$ cat src/rtl/gpio_ctrl_dbnc.sv
// Front-panel GPIO controller: synchronised, debounced inputs with edge
// detection and sticky maskable interrupts, plus masked registered outputs.
module gpio_ctrl_dbnc #(
    parameter int GPIO_REG_WIDTH  = 12,
    parameter int SYNC_STAGES     = 2,
    parameter int DEBOUNCE_CYCLES = 16,
    parameter logic [GPIO_REG_WIDTH-1:0] OUT_MASK    = 12'hD55,
    parameter logic [GPIO_REG_WIDTH-1:0] IN_MASK     = 12'h022,
    parameter logic [GPIO_REG_WIDTH-1:0] DDR_DEFAULT = 12'hD55
) (
    input  logic                      clk,
    input  logic                      reset,
    input  logic [GPIO_REG_WIDTH-1:0] fp_gpio_in,
    output logic [GPIO_REG_WIDTH-1:0] fp_gpio_out,
    output logic [GPIO_REG_WIDTH-1:0] fp_gpio_ddr,
    input  logic [GPIO_REG_WIDTH-1:0] gpio_out,
    input  logic                      ddr_wr_en,
    input  logic [GPIO_REG_WIDTH-1:0] ddr_wr_data,
    output logic [GPIO_REG_WIDTH-1:0] gpio_in,
    output logic [GPIO_REG_WIDTH-1:0] edge_rise,
    output logic [GPIO_REG_WIDTH-1:0] edge_fall,
    input  logic [GPIO_REG_WIDTH-1:0] irq_rise_en,
    input  logic [GPIO_REG_WIDTH-1:0] irq_fall_en,
    input  logic [GPIO_REG_WIDTH-1:0] irq_clr,
    output logic [GPIO_REG_WIDTH-1:0] irq_status,
    output logic                      irq
);

    localparam int W     = GPIO_REG_WIDTH;
    localparam int CNT_W = (DEBOUNCE_CYCLES > 0) ? $clog2(DEBOUNCE_CYCLES + 1) : 1;
    localparam logic [CNT_W-1:0] CNT_LAST = (DEBOUNCE_CYCLES > 0) ?
                                            CNT_W'(DEBOUNCE_CYCLES - 1) : {CNT_W{1'b0}};
    localparam logic [CNT_W-1:0] CNT_ONE  = {{(CNT_W-1){1'b0}}, 1'b1};
    localparam logic [W-1:0]     ZERO_W   = {W{1'b0}};

    logic [W-1:0]     sync_q [SYNC_STAGES];
    logic [W-1:0]     sync_s;
    logic [W-1:0]     stable_q, stable_d;
    logic [CNT_W-1:0] cnt_q [W];
    logic [CNT_W-1:0] cnt_d [W];
    logic [W-1:0]     edge_rise_q, edge_rise_d;
    logic [W-1:0]     edge_fall_q, edge_fall_d;
    logic [W-1:0]     irq_status_q, irq_status_d;
    logic             irq_q;
    logic [W-1:0]     ddr_q, ddr_d;
    logic [W-1:0]     out_q, out_d;

    assign sync_s = sync_q[SYNC_STAGES-1];

    // Metastability chain on the asynchronous pad inputs.
    always_ff @(posedge clk) begin
        if (reset) begin
            for (int k = 0; k < SYNC_STAGES; k++) begin
                sync_q[k] <= ZERO_W;
            end
        end else begin
            sync_q[0] <= fp_gpio_in;
            for (int k = 1; k < SYNC_STAGES; k++) begin
                sync_q[k] <= sync_q[k-1];
            end
        end
    end

    // Per-bit debounce: accept a new level only after it holds for the full window.
    always_comb begin
        stable_d = stable_q;
        for (int i = 0; i < W; i++) begin
            cnt_d[i] = {CNT_W{1'b0}};
            if (DEBOUNCE_CYCLES == 0) begin
                stable_d[i] = sync_s[i];
            end else if (sync_s[i] == stable_q[i]) begin
                cnt_d[i] = {CNT_W{1'b0}};
            end else if (cnt_q[i] == CNT_LAST) begin
                stable_d[i] = sync_s[i];
            end else begin
                cnt_d[i] = cnt_q[i] + CNT_ONE;
            end
        end
    end

    // Edge, interrupt, direction and output next-state logic.
    always_comb begin
        edge_rise_d  = stable_d & ~stable_q & IN_MASK;
        edge_fall_d  = ~stable_d & stable_q & IN_MASK;
        irq_status_d = (irq_status_q & ~irq_clr)
                     | (edge_rise_q & irq_rise_en)
                     | (edge_fall_q & irq_fall_en);
        if (ddr_wr_en) begin
            ddr_d = ddr_wr_data & OUT_MASK;
        end else begin
            ddr_d = ddr_q;
        end
        out_d = gpio_out & OUT_MASK & ddr_d;
    end

    // State registers; reset discards any in-progress debounce count.
    always_ff @(posedge clk) begin
        if (reset) begin
            stable_q     <= ZERO_W;
            edge_rise_q  <= ZERO_W;
            edge_fall_q  <= ZERO_W;
            irq_status_q <= ZERO_W;
            irq_q        <= 1'b0;
            ddr_q        <= DDR_DEFAULT & OUT_MASK;
            out_q        <= ZERO_W;
            for (int i = 0; i < W; i++) begin
                cnt_q[i] <= {CNT_W{1'b0}};
            end
        end else begin
            stable_q     <= stable_d;
            edge_rise_q  <= edge_rise_d;
            edge_fall_q  <= edge_fall_d;
            irq_status_q <= irq_status_d;
            irq_q        <= |irq_status_q;
            ddr_q        <= ddr_d;
            out_q        <= out_d;
            for (int i = 0; i < W; i++) begin
                cnt_q[i] <= cnt_d[i];
            end
        end
    end

    assign gpio_in     = stable_q & IN_MASK;
    assign edge_rise   = edge_rise_q;
    assign edge_fall   = edge_fall_q;
    assign irq_status  = irq_status_q;
    assign irq         = irq_q;
    assign fp_gpio_ddr = ddr_q;
    assign fp_gpio_out = out_q;

endmodule
$ cat config.mk
export PLATFORM = sky130hd
export DESIGN_NAME = gpio_ctrl_dbnc
export DESIGN_NICKNAME = d
export VERILOG_FILES = /design/src/rtl/gpio_ctrl_dbnc.sv
export SDC_FILE = /design/constraint.sdc
export NUM_CORES = 1
export LEC_CHECK = 0
export BUFFER_PORTS_ARGS = -buffer_cell sky130_fd_sc_hd__buf_2
export CAP_MARGIN = 40
export CELL_PAD_IN_SITES_DETAIL_PLACEMENT = 1
export CELL_PAD_IN_SITES_GLOBAL_PLACEMENT = 1
export CORE_ASPECT_RATIO = 0.6
export CORE_MARGIN = 1
export CORE_UTILIZATION = 29
export DETAILED_ROUTE_END_ITERATION = 8
export GPL_TIMING_DRIVEN = 0
export PLACE_DENSITY_LB_ADDON = 0.05
export SLEW_MARGIN = 20
export SYNTH_ARGS = -nofsm -noshare
export SYNTH_HDL_FRONTEND = slang
export SYNTH_SLANG_ARGS = --single-unit
$ cat constraint.sdc
create_clock -name clk -period 2.3 [get_ports clk]
set_input_delay 0.115 -clock clk [delete_from_list [all_inputs] [get_ports clk]]
set_output_delay 0.115 -clock clk [all_outputs]
set_load 0.005 [all_outputs]
# [Word-level counts from Yosys, hierarchy flattened]
# Memory sizes are Yosys's and may differ from the RTL's.
# Cells that the tools add are included.
[word_totals] ff_bits=73 mem_bits_rw=84 inputBits=75 output_inout_bits=73 mem_count=2
[mem_list] memory="cnt_q" depth=12 word_bits=5 read_ports=12 rd_ports_with_merged_regs=0 wr=12 line="39" rtl="logic [CNT_W-1:0] cnt_q [W];"
[mem_list] memory="sync_q" depth=2 word_bits=12 read_ports=2 rd_ports_with_merged_regs=0 wr=2 line="36" rtl="logic [W-1:0] sync_q [SYNC_STAGES];"
[op_classes] n_addsub=12 eq_ne=24 mux=66 n_bitwise=25 reduce_logical=1
[op_table] operator="2-to-1 mux 5 bit" count=36
[op_table] operator="adder 5 x 1 -> 5 bit, second input constant" count=12
[op_table] operator="== test 5 x 4 -> 1 bit, second input constant" count=12
[op_table] operator="bitwise AND 12 bit" count=4
[op_table] operator="2-to-1 mux 12 bit" count=3
[op_table] operator="2-to-1 mux 1 bit" count=27
[op_table] operator="bitwise OR 12 bit" count=2
[op_table] operator="bitwise OR 1 bit" count=14
[op_table] operator="bitwise AND 6 bit" count=2
[op_table] operator="== test 1 bit" count=12
[op_table] operator="NOT 12 bit" count=1
[op_table] operator="NOT 6 bit" count=2
[op_table] operator="OR reduction 12 bit" count=1

# [Logic depth before layout (Yosys ltp)]
# Gate-level depths: netlist (run 1).
# An unclocked memory read counts as a cell.
[logic_depth] ltp_word=6 mapped_depth=5

# [Least setup slack after synthesis (run 1)]
# No wires, ideal clock.
[synth_timing] kind="reg2reg" start="mem cnt_q[1][5] in the netlist's numbering" end="mem cnt_q[1][7] in the netlist's numbering" arrival_ns=1.382 required_ns=2.236 setup_slack_ns=0.854 stages_incl_launch_ff=6 n_path_buf=0 period_less_slack_ns=1.446 cell_sequence="dfxtp_1 ha_1 and3_1 ha_1 or3_4 nor2_1"
[synth_rtl] element="start: declaration" line="39"

==> results of run 1 <==
==> power groups by stage <==
stage | clock (µW) | combinational, µW | sequential, µW
floorplan | 0 | 101 | 859
detailed placement | 0 | 153 | 858
global placement | 0 | 154 | 858
finish | 610 | 168 | 839
CTS | 633 | 167 | 840
global route | 681 | 186 | 841
==> final cells by class <==
class | instances | area, µm²
Clock buffer | 5 | 68.8
Inverter | 6 | 22.5
Buffer | 45 | 324
Tap cell | 84 | 105
Timing Repair Buffer | 76 | 430
Sequential cell | 47 | 941
Fill cell | 722 | 3490
Clock inverter | 3 | 43.8
Multi-Input combinational cell | 117 | 712
==> sequential cells by signal, indices dropped and copies added (netlist names), 2 cells and up <==
register,flops
sync_q,4
irq_status,12
fp_gpio_out,7
edge_rise,2
edge_fall,2
fp_gpio_ddr,7
stable_q,2
cnt_q,10
==> what timing repair did <==
action	4_1_cts	5_1_grt
endpoints found under the hold margin	10	0
resized for setup	0	0
hold buffers	10	0
setup buffers	0	0
==> layer usage <==
layer | global-route usage, % | wire length, µm
met3 | 4.29 | 343
met5 | 0 | 0
met1 | 15.5 | 1960
met2 | 19.1 | 1610
met4 | 5.81 | 67
==> worst max-delay path: cells and delay by family (launching register included) <==
kind                       cells  cell delay (ps)
adders and majority gates      2              430
DFF                            1              330
and+or+nand+nor                3              730
==> placed cells by master, fill, tap and decap left out <==
| cell | n |
|---|---|
| buf_2 | 70 |
| dfxtp_1 | 47 |
| buf_4 | 40 |
| conb_1 | 40 |
| nor3b_1 | 17 |
| nor2_1 | 14 |
| dlygate4sd3_1 | 10 |
| mux2i_1 | 9 |
| nand2b_1 | 7 |
| inv_1 | 6 |
| clkbuf_8 | 5 |
| nor2b_1 | 4 |
| xnor2_1 | 4 |
| ha_1 | 4 |
| nor4_1 | 3 |
| and3_1 | 2 |
| or3_4 | 2 |
| nand3_1 | 2 |
| xor2_1 | 2 |
| nor3_1 | 2 |
| nor4bb_1 | 2 |
| a222oi_1 | 2 |
| clkbuf_1 | 1 |
| a31oi_1 | 1 |
| clkinv_4 | 1 |
| bufinv_16 | 1 |
| clkinv_2 | 1 |
==> kinds of logic after synthesis <==
kind of cell / after synthesis / share of synthesized area (%)
buffers and inverters: 51 / 18.7
DFF: 47 / 50.8
xor gates and xnor gates: 6 / 2.84
muxes: 9 / 4.86
and+or+nand+nor: 55 / 18.5
adders and majority gates: 4 / 2.70
other: 1 / 0.202
AOI/OAI and AO/OA: 3 / 1.42
==> final timing paths <==
path,start,to,slack (ps),depth (start not counted)
worst max-delay path,cnt_q[1][5],cnt_q[1][8],740,5
worst min register to register,sync_q[0][5],sync_q[0][17],440,1
worst max register to register,cnt_q[1][5],cnt_q[1][8],740,5
worst min-delay path,fp_gpio_in[5],sync_q[0][5],30,2
==> stage by stage <==
step / utilization [%] / instances / cell area [µm²]
CTS: 43.1 / 383 / 2650
global placement: 39.7 / 365 / 2430
finish: 43.1 / 383 / 2650
floorplan: - / 215 / 2000
global route: 43.1 / 383 / 2650
detailed placement: 39.7 / 365 / 2430
==> results.yml, run 1 <==
run_status:
  outcome: "finished, final reports clean"
layout:
  drive_above_1_share_pct: 40.1
  syn_to_final_growth_pct: 42.9
  nets: 377
  antennaDiodeCount: 0
clocking:
  cts_tree: "built"
  clock-root-buffer: "clkbuf_8"
  cts_buffers: 5
  cts.reportedPaths.clkPinSlew_ps: 80
  ctsLongestPathBuffers: 2
  clock-sinks: 47
  cts-htree-levels: 2
  clock_latency_ps: 300
logic_synthesis:
  syn_area_mm2: 0.00185
  synthArstFlopShare_pct: 0
  synthMostInstantiatedCell: "dfxtp_1"
  synthCells: 176
  avgSynthCellArea_um2: 10.5
  yosys-top-cells-area: "dfxtp_1 51%, buf_4 16%, nor3b_1 6.9%"
  yosysTopAreaCell: "dfxtp_1"
  seq_area_frac_synth_pct: 50.8
  yosysWarnings: 0
  yosysTopAreaCellShare_pct: 50.8
  yosys-top-cells-count: "47 x dfxtp_1, 40 x buf_4, 17 x nor3b_1, 14 x nor2_1, 9 x mux2i_1"
  synth.distinct_cells: 22
  synth-edff-count: 0
  synth_top_flop_cell: "dfxtp_1"
  synth-seq-cells: 47
setup_path:
  cp_max_fo: 5
  max_stage_delay_ps: 430
  worstSetupPathType: "reg2reg"
  cp_common_cell: "ha_1"
  start_kind: "register"
  crit_path_end_kind: "register"
  cp.required_ps: 2540
  arrival_ps: 1800
  critPathSlowestCell: "or3_4"
  cp_cell_sequence: "ha_1 > and3_1 > ha_1 > or3_4 > nor2_1"
power_and_ir_drop:
  internal-power_uw: 1260
  p_leak_uw: 0.00133
  switchingPower_uw: 359
  pwr-share-seq_pct: 51.9
  p_sw_share_pct: 22.2
  p_per_area_mw_per_mm2: 611
  total_power_uw: 1620
  irDropWorstVdd_v: 0.000226
  comb_power_share_pct: 10.4
  p_clk_share_pct: 37.7
global_route:
  grt-ovfl-total: 0
  antenna_found_initial: 0
  grt_pass1_vias: 1320
  grt_max_degree: 16
  grt_pass1_wl_mm: 6.34
  track_usage_pct: 12.4
placed_design:
  dp_hpwl_mm: 3.23
  post-place-ws_ps: 762
  io_buffer_count: 66
  place_congestion: 0.681
detailed_routing:
  firstDrtPassIters: 4
  viasPerCell: 3.74
  wl_per_cell_um: 10.4
  totalWireLength_mm: 3.99
  vias: 1434
  drc: 0
  drt-initial-drc-count: 27
  antenna_left: 0
sta:
  timing.hold.ws_ps: 26.9
  hold_viol: 0
  skew_ps: 6.01
  finalCritPeriodShare_pct: 67.7
  final.setup.tns_ps: 0
  fmax_mhz: 643
  min_period_ps: 1560
  rsz0062_at_grt: "no"
  finalWorstSetupSlack_ps: 744
  setup_viol: 0
  slew_violations: 0
floorplan:
  die_y_um: 63.9
  initial_utilization_pct: 30.2
  die_area_mm2: 0.00672
  rows: 22
  coreArea_mm2: 0.00614
  ios: 148
  die_w_um: 105
min_path:
  min_path_type: "in2reg"
flow_run:
  cap_violations: 0
No activity file was read; power rests on OpenSTA's default activity.
==> inputs of run 2 (changes only) <==
--- a/config.mk
+++ b/config.mk
@@ -11,7 +11,7 @@
 export CELL_PAD_IN_SITES_GLOBAL_PLACEMENT = 1
 export CORE_ASPECT_RATIO = 0.6
 export CORE_MARGIN = 1
-export CORE_UTILIZATION = 29
+export CORE_UTILIZATION = 24
 export DETAILED_ROUTE_END_ITERATION = 8
 export GPL_TIMING_DRIVEN = 0
 export PLACE_DENSITY_LB_ADDON = 0.05
==> constraint.sdc (replaced) <==
create_clock -name clk -period 1.28 [get_ports clk]
set_input_delay 0.064 -clock clk [delete_from_list [all_inputs] [get_ports clk]]
set_output_delay 0.064 -clock clk [all_outputs]
set_load 0.005 [all_outputs]
==> run 2 against run 1 <==
The run now ends with setup timing left. Clock skew up 1.5 ps. Hold slack got worse by 14 ps. Non-clock buffer count is 6 higher. First-iteration DRC count fell by 15%. Critical endpoint is now cnt_q[1][5]. Largest cell class unchanged. Largest power group unchanged.
==> results.yml, run 2 (synthesis gave the netlist of run 1 again) <==
placed_design:
  dp_hpwl_mm: 3.52
  io_buffer_count: 66
  dp.cells: 385
  place_congestion: 0.660
  place_area_mm2: 0.00252
global_route:
  grt_pass1_vias: 1396
  antenna_found_initial: 0
  grt-ovfl-total: 0
  grt_pass1_wl_mm: 6.89
  track_usage_pct: 11.5
  grt_max_degree: 14
detailed_routing:
  vias: 1479
  firstDrtPassIters: 4
  wl_per_cell_um: 11.2
  viasPerCell: 3.63
  antenna_left: 0
  drt-initial-drc-count: 23
  totalWireLength_mm: 4.59
  drc: 0
layout:
  drive_above_1_share_pct: 47.0
  nets: 383
  fillCellCount: 860
  final_cell_mix: "70 x buf_2, 45 x buf_4, 43 x dfxtp_1"
  largest_reg_flops: 12
  stdcell_count: 408
  antennaDiodeCount: 0
  final_common_cell: "buf_2"
  final_area_mm2: 0.00290
  syn_to_final_growth_pct: 56.4
clocking:
  clock_latency_ps: 280
  cts.reportedPaths.clkPinSlew_ps: 60
  cts_tree: "built"
  clock-root-buffer: "clkbuf_16"
  cts-htree-levels: 2
  cts_buffers: 5
  clock-sinks: 47
  ctsLongestPathBuffers: 2
sta:
  finalCritPeriodShare_pct: 108
  setup_viol: 12
  skew_ps: 7.56
  fmax_mhz: 720
  finalWorstSetupSlack_ps: -109
  hold_viol: 0
  rsz0062_at_grt: "yes"
  min_period_ps: 1390
  slew_violations: 0
run_status:
  outcome: "finished, violations left"
  violations: "setup timing"
floorplan:
  die_y_um: 70.1
  initial_utilization_pct: 25.2
  die_area_mm2: 0.00809
  ios: 148
  die_w_um: 115
  rows: 24
  coreArea_mm2: 0.00736
min_path:
  hold_start: "fp_gpio_in[5]"
  whs_endpoint: "sync_q[0][5]"
  hold_depth: 2
  min_path_type: "in2reg"
setup_path:
  worstSetupPathType: "reg2reg"
  cp.required_ps: 1500
  r2r_cells: 5
  r2r_slack_ps: -110
  start_kind: "register"
  crit_path_end_kind: "register"
  worstReg2RegEnd: "cnt_q[1][5]"
  rr_startpoint: "cnt_q[1][5]"
  cp_max_fo: 5
  arrival_ps: 1610
power_and_ir_drop:
  irDropWorstVdd_v: 0.000652
  p_per_area_mw_per_mm2: 1130
  total_power_uw: 3270
  p_leak_uw: 0.00139
flow_run:
  cap_violations: 0
-- run 2: area by class of cell --
class                   count  area [µm²]  area share, %
plain buffers              45         324           11.2
clock buffers               6         129           4.45
clock inverters             1        30.0           1.04
inverters                   6        22.5          0.777
multi-input cells         117         838           28.9
flip-flops and latches     47         946           32.6
well taps                 104         130           4.49
repair buffers             82         478           16.5
-- run 2: power breakdown --
part | switching, µW | internal [µW]
clock | 526 | 912
combinational | 130 | 189
sequential | 15.3 | 1500
-- run 2: worst max-delay path by stage --
stage,from,end,cells after the start
floorplan,cnt_q[1][5],cnt_q[1][5],5
global placement,cnt_q[1][5],cnt_q[1][5],5
detailed placement,cnt_q[1][5],cnt_q[1][5],5
CTS,cnt_q[1][5],cnt_q[1][5],5
global route,cnt_q[1][5],cnt_q[1][8],5
finish,cnt_q[1][5],cnt_q[1][5],5
-- run 2: what timing repair did --
item	CTS	global route
pin swaps	5	2
buffers inserted	4	1
setup endpoints to repair	10	16
resized for setup	0	13
hold endpoints to repair	11	0
hold buffers	11	0
-- run 2: critical path, cell delays in order, from the launching register on --
cell,delay (ps)
dfxtp_2,340
ha_4,150
and3_4,180
ha_4,150
or3_4,400
nor2_1,100
-- run 2: through the flow --
stage | hold slack, ps | util [%] | setup TNS, ps | worst slack, ps
after detailed placement | 229 | 34.3 | -999 | -134
after floorplan | 140 | - | -344 | -56.0
final | 12.9 | 39.4 | -1000 | -109
after CTS | 5.10 | 38.4 | -1050 | -130
after global routing | 32.2 | 39.4 | -1560 | -145
after global placement | 225 | 34.3 | -992 | -125
-- run 2: per-layer routing --
metal | wire [µm] | vias up | track usage (%) | share of wire (%)
li1 | - | 754 | - | -
met2 | 2020 | 61 | 17.8 | 44
met5 | 0 | - | 0 | 0
met3 | 363 | 5 | 3.73 | 7.9
met4 | 39 | 0 | 3.46 | 0.85
met1 | 2170 | 659 | 15.0 | 47
